<file path="src/rtl/execute_stage.sv">
// rtl/execute_stage.sv - pipeline EX stage: ALU, address/branch-target generation, iterative mult/div owning HI/LO
module execute_stage #(
   parameter int DATA_SIZE    = 32,
   parameter int ADDRESS_SIZE = 32,
   parameter int MD_ITER      = 32
) (
   input  logic                    clock,
   input  logic                    reset_n,
   input  logic [DATA_SIZE-1:0]    ID_EX_A,
   input  logic [DATA_SIZE-1:0]    ID_EX_B,
   input  logic [15:0]             ID_EX_imm,
   input  logic [ADDRESS_SIZE-1:0] ID_EX_PC,
   input  logic [5:0]              ID_EX_op,
   input  logic [5:0]              ID_EX_funct,
   input  logic [4:0]              ID_EX_dest,
   input  logic [1:0]              ID_EX_instruc_type,
   input  logic                    ID_EX_valid,
   input  logic                    mem_stall_c,
   output logic [DATA_SIZE-1:0]    EX_MEM_result,
   output logic [DATA_SIZE-1:0]    EX_MEM_B,
   output logic [4:0]              EX_MEM_dest,
   output logic [5:0]              EX_MEM_op,
   output logic [1:0]              EX_MEM_instruc_type,
   output logic [ADDRESS_SIZE-1:0] EX_MEM_targetPC,
   output logic                    EX_MEM_valid,
   output logic                    branch_taken,
   output logic                    ex_stall_c
);
   localparam int CW = $clog2(MD_ITER + 1);
   localparam int D  = DATA_SIZE;

   localparam logic [1:0] ST_IDLE = 2'd0;
   localparam logic [1:0] ST_BUSY = 2'd1;
   localparam logic [1:0] ST_DONE = 2'd2;

   logic [1:0]              state;
   logic [CW-1:0]           count;
   logic                    md_is_div;
   logic [D-1:0]            md_opnd;
   logic [2*D-1:0]          acc;
   logic [D-1:0]            hi;
   logic [D-1:0]            lo;

   logic                    is_rtype, is_mult, is_div, md_start;
   logic [D-1:0]            sext_imm, alu_result;
   logic [ADDRESS_SIZE-1:0] target_pc;
   logic [D:0]              mult_sum;
   logic [D:0]              div_shift;
   logic [D+1:0]            div_trial;
   logic [2*D-1:0]          md_next;

   assign is_rtype  = (ID_EX_op == 6'h00);
   assign is_mult   = is_rtype && (ID_EX_funct == 6'h18);
   assign is_div    = is_rtype && (ID_EX_funct == 6'h1A);
   assign md_start  = (state == ST_IDLE) && ID_EX_valid && (is_mult || is_div);
   assign ex_stall_c = mem_stall_c || md_start || (state == ST_BUSY);

   assign sext_imm  = {{(D-16){ID_EX_imm[15]}}, ID_EX_imm};
   assign target_pc = ID_EX_PC + ADDRESS_SIZE'(4)
                    + {{(ADDRESS_SIZE-18){ID_EX_imm[15]}}, ID_EX_imm, 2'b00};

   always_comb begin
      alu_result = '0;
      if (is_rtype) begin
         case (ID_EX_funct)
            6'h20: alu_result = ID_EX_A + ID_EX_B;
            6'h22: alu_result = ID_EX_A - ID_EX_B;
            6'h24: alu_result = ID_EX_A & ID_EX_B;
            6'h25: alu_result = ID_EX_A | ID_EX_B;
            6'h2A: alu_result = ($signed(ID_EX_A) < $signed(ID_EX_B)) ? D'(1) : '0;
            6'h10: alu_result = hi;
            6'h12: alu_result = lo;
            default: alu_result = '0;
         endcase
      end else begin
         case (ID_EX_op)
            6'h08, 6'h23, 6'h2B: alu_result = ID_EX_A + sext_imm;
            default:             alu_result = '0;
         endcase
      end
   end

   // acc holds {partial product, remaining multiplier} for mult and {remainder, quotient} for div
   assign mult_sum  = {1'b0, acc[2*D-1:D]} + (acc[0] ? {1'b0, md_opnd} : '0);
   assign div_shift = acc[2*D-1:D-1];
   assign div_trial = {1'b0, div_shift} - {2'b00, md_opnd};

   always_comb begin
      md_next = {mult_sum, acc[D-1:1]};
      if (md_is_div) begin
         if (div_trial[D+1])
            md_next = {acc[2*D-2:0], 1'b0};
         else
            md_next = {div_trial[D-1:0], acc[D-2:0], 1'b1};
      end
   end

   always_ff @(posedge clock or negedge reset_n) begin
      if (!reset_n) begin
         state               <= ST_IDLE;
         count               <= '0;
         md_is_div           <= 1'b0;
         md_opnd             <= '0;
         acc                 <= '0;
         hi                  <= '0;
         lo                  <= '0;
         EX_MEM_result       <= '0;
         EX_MEM_B            <= '0;
         EX_MEM_dest         <= '0;
         EX_MEM_op           <= '0;
         EX_MEM_instruc_type <= '0;
         EX_MEM_targetPC     <= '0;
         EX_MEM_valid        <= 1'b0;
         branch_taken        <= 1'b0;
      end else if (!mem_stall_c) begin
         case (state)
            ST_IDLE: begin
               if (md_start) begin
                  md_is_div <= is_div;
                  md_opnd   <= is_div ? ID_EX_B : ID_EX_A;
                  if (is_div && (ID_EX_B == '0)) begin
                     acc   <= {ID_EX_A, {D{1'b1}}};
                     count <= '0;
                     state <= ST_DONE;
                  end else begin
                     acc   <= {{D{1'b0}}, (is_div ? ID_EX_A : ID_EX_B)};
                     count <= CW'(MD_ITER);
                     state <= ST_BUSY;
                  end
               end
            end
            ST_BUSY: begin
               acc   <= md_next;
               count <= count - CW'(1);
               if (count == CW'(1))
                  state <= ST_DONE;
            end
            ST_DONE: begin
               hi    <= acc[2*D-1:D];
               lo    <= acc[D-1:0];
               state <= ST_IDLE;
            end
            default: state <= ST_IDLE;
         endcase

         if (md_start || (state == ST_BUSY)) begin
            EX_MEM_valid        <= 1'b0;
            EX_MEM_instruc_type <= 2'b00;
            branch_taken        <= 1'b0;
         end else begin
            EX_MEM_result       <= (state == ST_DONE) ? '0 : alu_result;
            EX_MEM_B            <= ID_EX_B;
            EX_MEM_dest         <= ID_EX_dest;
            EX_MEM_op           <= ID_EX_op;
            EX_MEM_targetPC     <= target_pc;
            EX_MEM_valid        <= ID_EX_valid;
            EX_MEM_instruc_type <= (ID_EX_valid && (state != ST_DONE)) ? ID_EX_instruc_type : 2'b00;
            branch_taken        <= ID_EX_valid && (ID_EX_op == 6'h04) && (ID_EX_A == ID_EX_B);
         end
      end
   end
endmodule

</file>
<file path="config.mk">
export PLATFORM = sky130hd
export DESIGN_NAME = execute_stage
export DESIGN_NICKNAME = d
export VERILOG_FILES = /design/src/rtl/execute_stage.sv
export SDC_FILE = /design/constraint.sdc
export NUM_CORES = 1
export LEC_CHECK = 0
export CAP_MARGIN = 20
export CORE_ASPECT_RATIO = 1.25
export CORE_UTILIZATION = 53
export CTS_CLUSTER_SIZE = 24
export DETAILED_ROUTE_END_ITERATION = 6
export GPL_TIMING_DRIVEN = 0
export PLACE_DENSITY = 0.78
export SYNTH_ARGS = -nofsm -noshare
export SYNTH_HDL_FRONTEND = slang
export SYNTH_SLANG_ARGS = --single-unit
</file>
<file path="constraint.sdc">
create_clock -name clock -period 4.3 [get_ports clock]
set_clock_uncertainty 0.15 [all_clocks]
set_input_delay 1.29 -clock clock [delete_from_list [all_inputs] [get_ports clock]]
set_output_delay 1.29 -clock clock [all_outputs]
set_load 0.01 [all_outputs]
</file>
=== Yosys cells after proc, flatten, opt, wreduce, memory -nomap -nowiden ===
Index checks and enable logic that the tools add are counted.

* Register bits after elaboration: 280
* Input bits: 135
* Output and inout port bits: 112
* Word-level logic and storage cells: 94

* $add $sub $neg: 8
* $lt $le $gt $ge: 1
* Eq/ne operators: 20
* Multiplexer cells: 24
* Bitwise logic cells: 4
* Reduce and logical (&&, ||, !) cells: 22

{| class="wikitable"
|+ Operator list
! operator !! count
|-
| $mux W64 || 4
|-
| $pmux W32 S7 || 1
|-
| $mux W32 || 6
|-
| $pmux W64 S2 || 1
|-
| $add A32 B32 Y32 || 3
|-
| $eq A6 B6 Y1 const B || 7
|-
| $sub A33 B32 Y34 || 1
|-
| $add A32 B32 Y33 || 1
|-
| $add A32 B3 Y32 const B || 1
|-
| $and A32 B32 Y32 || 1
|-
| $eq A32 B32 Y1 || 1
|-
| $logic_not A32 Y1 || 1
|-
| $lt A32 B32 Y1 || 1
|-
| $or A32 B32 Y32 || 1
|-
| $sub A32 B32 Y32 || 1
|-
| $eq A6 B5 Y1 const B || 4
|-
| $mux W6 || 2
|-
| $pmux W6 S2 || 1
|-
| $mux W2 || 5
|-
| $reduce_and A3 Y1 || 3
|-
| $logic_and A1 B1 Y1 || 8
|-
| $eq A6 B1 Y1 const B || 1
|-
| $eq A6 B3 Y1 const B || 1
|-
| $eq A6 B4 Y1 const B || 1
|-
| 14 further kinds || 22
|}

=== Logic depth before layout (Yosys ltp) ===
* Depth in word-level cells: 7
* Mapped depth: 15
* Gate-level depth less buffers: 15

=== Worst setup path before layout ===
Ideal clock, no wire load.

* Path kind: input port to output port
* From: input port ID_EX_op[3]
* To: output port ex_stall_c
* Arrival: 2980 ps
* Data required time: 2860 ps
* Setup slack: -120 ps
* Stages on the path: 9
* Buffers on the path: 3
* Cell sequence: nor4_2 > and2_1 > buf_2 > nand2_2 > nor2_1 > nor3_2 > inv_1 > clkbuf_1 > clkbuf_1

* Cells in the longest elaborated chain, start to end: 6
* Elaborated cells on any way between the ends: 7
* Classes of those cells: reduce/logical (7)

{| class="wikitable"
|+ RTL lines
! element !! RTL line !! RTL
|-
| start: declaration || 13 || <nowiki>input logic [5:0] ID_EX_op,</nowiki>
|-
| $logic_not A6 Y1 * || 52 || <nowiki>assign is_rtype = (ID_EX_op == 6'h00);</nowiki>
|-
| $logic_and A1 B1 Y1 (on tied branches) || 53, 54 ||
|-
| $logic_or A1 B1 Y1 * || 55 || <nowiki>assign md_start = (state == ST_IDLE) && ID_EX_valid && (is_mult || is_div);</nowiki>
|-
| $logic_and A1 B1 Y1 * || 55 ||
|-
| $logic_or A1 B1 Y1 * (2 in a row) || 56 || <nowiki>assign ex_stall_c = mem_stall_c || md_start || (state == ST_BUSY);</nowiki>
|-
| end: declaration || 27 || <nowiki>output logic ex_stall_c</nowiki>
|}

Mark *: on every way between the ends. The rest lies on a longest branch, timed or not.

=== Final worst setup path ===
* From: input port ID_EX_funct[1]
* To: register EX_MEM_result[21]

* Cells in the longest elaborated chain, start to end: 7
* Elaborated cells on any way between the ends: 19
* Classes of those cells: eq/ne (9); mux (3); bitwise (1); reduce/logical (6)

{| class="wikitable"
|+ RTL lines
! element !! RTL line !! RTL
|-
| start: declaration || 14 || <nowiki>input logic [5:0] ID_EX_funct,</nowiki>
|-
| branches (longest 7 deep; another with $pmux W32 S7) || -- ||
|-
| end signal: assignment || 151 || <nowiki>EX_MEM_result <= (state == ST_DONE) ? '0 : alu_result;</nowiki>
|-
| end: declaration || 19 || <nowiki>output logic [DATA_SIZE-1:0] EX_MEM_result,</nowiki>
|}

Several ways; the timed one is not identified.
A chain may end at the register's enable or synchronous reset.

==> results.toml <==
[outcome]
outcome = "completed"

[critical_path]
critPathLaunchType = "input port"
cp_slowest_stage_delay_ns = 0.83
path_delay_family = "buffers and inverters"
path_buf_inv = 4
cp.arrival_ns = 4.57
end_kind = "register"
path_cells = "clkdlybuf4s50_1 > clkbuf_1 > clkdlybuf4s15_1 > clkbuf_2 > mux2i_1 > o22ai_1 > a222oi_1 > o21ai_0"
path_max_fanout = 10
r2r_setup_slack_ns = 0.25
cp.required_ns = 4.61
crit_type = "input port to register"
critPathSlowestCell = "clkdlybuf4s15_1"

[clocking]
clkTransAtPathRegs_ns = 0.06
cts-htree-levels = 1
cts.sinks = 280
cts_tree = "done"
clockRootBuffer = "clkbuf_16"
clock_path_buffers = 3
insertion_delay_ns = 0.60
cts_made_buffers = 31

[floorplan]
start_util = 0.536
row_count = 88
fp.dieW_um = 195
core_area_um2 = 46000
die_area_um2 = 47400
ios = 247
dieHeight_um = 243

[placed_design]
placed_area_um2 = 27900
dp.cells = 3722
dp_slack_ns = -2.12
io_buffer_count = 246
routabilityCongestion = 1.02
dp_hpwl_mm = 80.2

[pwr]
ir_worst_vdd_v = 0.000293
p_per_area_nw_per_um2 = 275
p_leak_nw = 13.5

[timing]
layout_min_cycle_time_ns = 4.27
fmax_ghz = 0.234
drv_slew = 0
final_hold_viol_count = 0
setup_viol = 0
finalCritPeriodShare = 0.992
tns_ns = 0
timing.final.ws_setup_ns = 0.0345
slew_headroom = 0.296
tightest_slew_ns = 1.05

[yosys]
syn_area_um2 = 24600
synth-warning-count = 0
syn_nets = 3294
synth.top_cell.area_share = 0.284
ys_seq_area_frac = 0.284
yosysTopAreaCell = "dfrtp_1"
async_flop_share = 1.00
ys_ff_latch = 280
synth_flop_cell = "dfrtp_1"
synth.distinct_cells = 87
synth-edff-count = 0
synthTopCellsByArea = "dfrtp_1, ha_1, mux2i_1"
syn_inst = 2886
syn_avg_cell_area_um2 = 8.54

[routing]
detail_route.first_pass.iterations = 6
viasPerCell = 6.51
wl_per_cell_um = 26.6
via_count = 24700
routed_wirelength_mm = 101
drt_iter0_markers = 1923
postRouteAntennaNets = 0
route.detailed.drc = 0

[layout]
drive_gt1_frac = 0.103
stdcell_count = 3790
final_nets = 3588
fillCellCount = 3965
synthToLayoutAreaGrowth_pct = 19.0
multi_input_comb_area_um2 = 16800
post-route-cell-area_um2 = 29300
regArea_um2 = 7010

[global_route]
grt_pass1_vias = 24800
grt.total_usage = 0.416
grt_pass1_wl_mm = 149
grt_max_degree = 98
grt-ovfl-total = 0
antenna_found_initial = 2

[hold_path]
min_path_type = "register to register"

[job]
max-cap-violations = 0
[per-layer routing]
metal  part of all wire  vias up  GRT usage
met5            0.00013        -          0
met4              0.079        2      0.296
li1                   -    11100          -
met3              0.073      385     0.0586
met1               0.37    11900      0.471
met2               0.48     1227      0.719
[sequential cells by signal, summed over array words and instances (netlist names), 5 cells and up]
signal,cells
EX_MEM_result,32
EX_MEM_op,6
lo,32
md_opnd,32
acc,64
EX_MEM_B,32
hi,32
EX_MEM_targetPC,32
EX_MEM_dest,5
count,6
[cells in the mapped netlist, drive strengths merged (8+ instances only)]
cell	count
o21a	22
a22oi	18
mux2i	142
o21bai	27
ha	267
o31ai	13
nand4	23
o221ai	10
o211ai	23
inv	168
a2111oi	8
a21o	83
nor2b	28
a21oi	244
a211o	10
mux2	70
clkbuf	103
a211oi	23
and2	44
nor2	171
a22o	20
nor4	19
a221o	9
a31oi	26
nand2b	32
or3	19
xor2	44
nand2	263
nor3	42
o22ai	34
buf	44
dfrtp	280
o21ai	251
a222oi	9
and3	20
xnor2	87
nand3	45
a221oi	47
[placed cells by master, fill, tap and decap left out, types with 11 or more instances in the layout]
master and n:
mux2_2 70, nand4_1 23, nand2b_1 32, o21bai_1 25, a22oi_1 18, o211ai_1 22, mux2i_1 142, o21a_1 22
o22ai_1 33, a21oi_1 238, inv_1 162, nand2_1 262, nor4_1 15, nor2_1 165, ha_1 257, buf_2 37
o31ai_1 11, a31oi_1 23, o21ai_1 16, clkdlybuf4s50_1 182, and2_1 43, o21ai_0 231, dfrtp_1 279, nand3_1 43
a221oi_1 43, xnor2_1 87, clkbuf_16 31, xor2_1 44, clkbuf_1 98, or3_1 19, nor3_1 38, a22o_1 20
a21o_1 83, buf_4 25, nor2b_1 26, and3_1 20, clkbuf_2 21, a211oi_1 15
[cell families after synthesis]
kind of cell / Yosys count / synth area share
adder cells (fa/ha/maj): 273 / 0.140
XOR/XNOR: 131 / 0.0466
AO/OA/AOI/OAI: 942 / 0.247
buffers and inverters: 315 / 0.0504
multiplexers: 212 / 0.0897
flip-flops: 280 / 0.284
AND/OR/NAND/NOR: 733 / 0.142
[cell type report]
class | count | share of cell area
antenna | 1 | 0.0000853
clock inverter | 10 | 0.00388
tap | 585 | 0.0250
timing repair buffer | 268 | 0.0867
sequential | 280 | 0.239
multi-input combinational | 2291 | 0.571
inverter | 168 | 0.0217
clock buffer | 47 | 0.0312
buffer | 140 | 0.0212
[path summary, 6_finish.rpt]
check                                    start                end  cells after the start
worst max-delay path            ID_EX_funct[1]  EX_MEM_result[21]                      8
worst min-delay path              EX_MEM_op[5]       EX_MEM_op[5]                      2
worst max register to register          acc[0]            acc[63]                     15
worst min register to register    EX_MEM_op[5]       EX_MEM_op[5]                      2
min in group asynchronous              reset_n       EX_MEM_op[2]                      1
max in group asynchronous              reset_n            acc[10]                      2
[what timing repair did]
action                     4_1_cts  5_1_grt
cloned                           0        0
buffers inserted                12        5
pin swaps                       13       19
resized for setup              212      120
hold buffers                     0        0
setup endpoints to repair      175       26
[report_power, final]
| part | internal, mW | switching, mW |
|---|---|---|
| sequential | 2.78 | 0.115 |
| combinational | 0.979 | 1.40 |
| clock | 1.58 | 1.20 |
[metrics by stage]
stage / power [mW] / utilization / hold WS (ns)
final: 8.06 / 0.637 / 0.322
after global routing: 8.34 / 0.637 / 0.352
after detailed placement: 5.19 / 0.607 / 0.312
after global placement: 5.15 / 0.605 / 0.305
after CTS: 7.98 / 0.637 / 0.327
after floorplan: 4.20 / - / 0.330
[worst reg2reg max path, cell delays in order, from the launching register on]
cell	delay, ns
dfrtp_2	0.52
clkbuf_2	0.30
and2_1	0.17
ha_1	0.23
inv_1	0.08
fa_1	0.43
nor2b_1	0.15
o21a_1	0.19
o21ai_0	0.10
a21oi_1	0.26
o21ai_0	0.18
a21oi_1	0.28
o21ai_1	0.20
o21a_1	0.27
o211a_1	0.25
o31ai_1	0.21
Note: power is estimated with default switching activity, not from simulation.
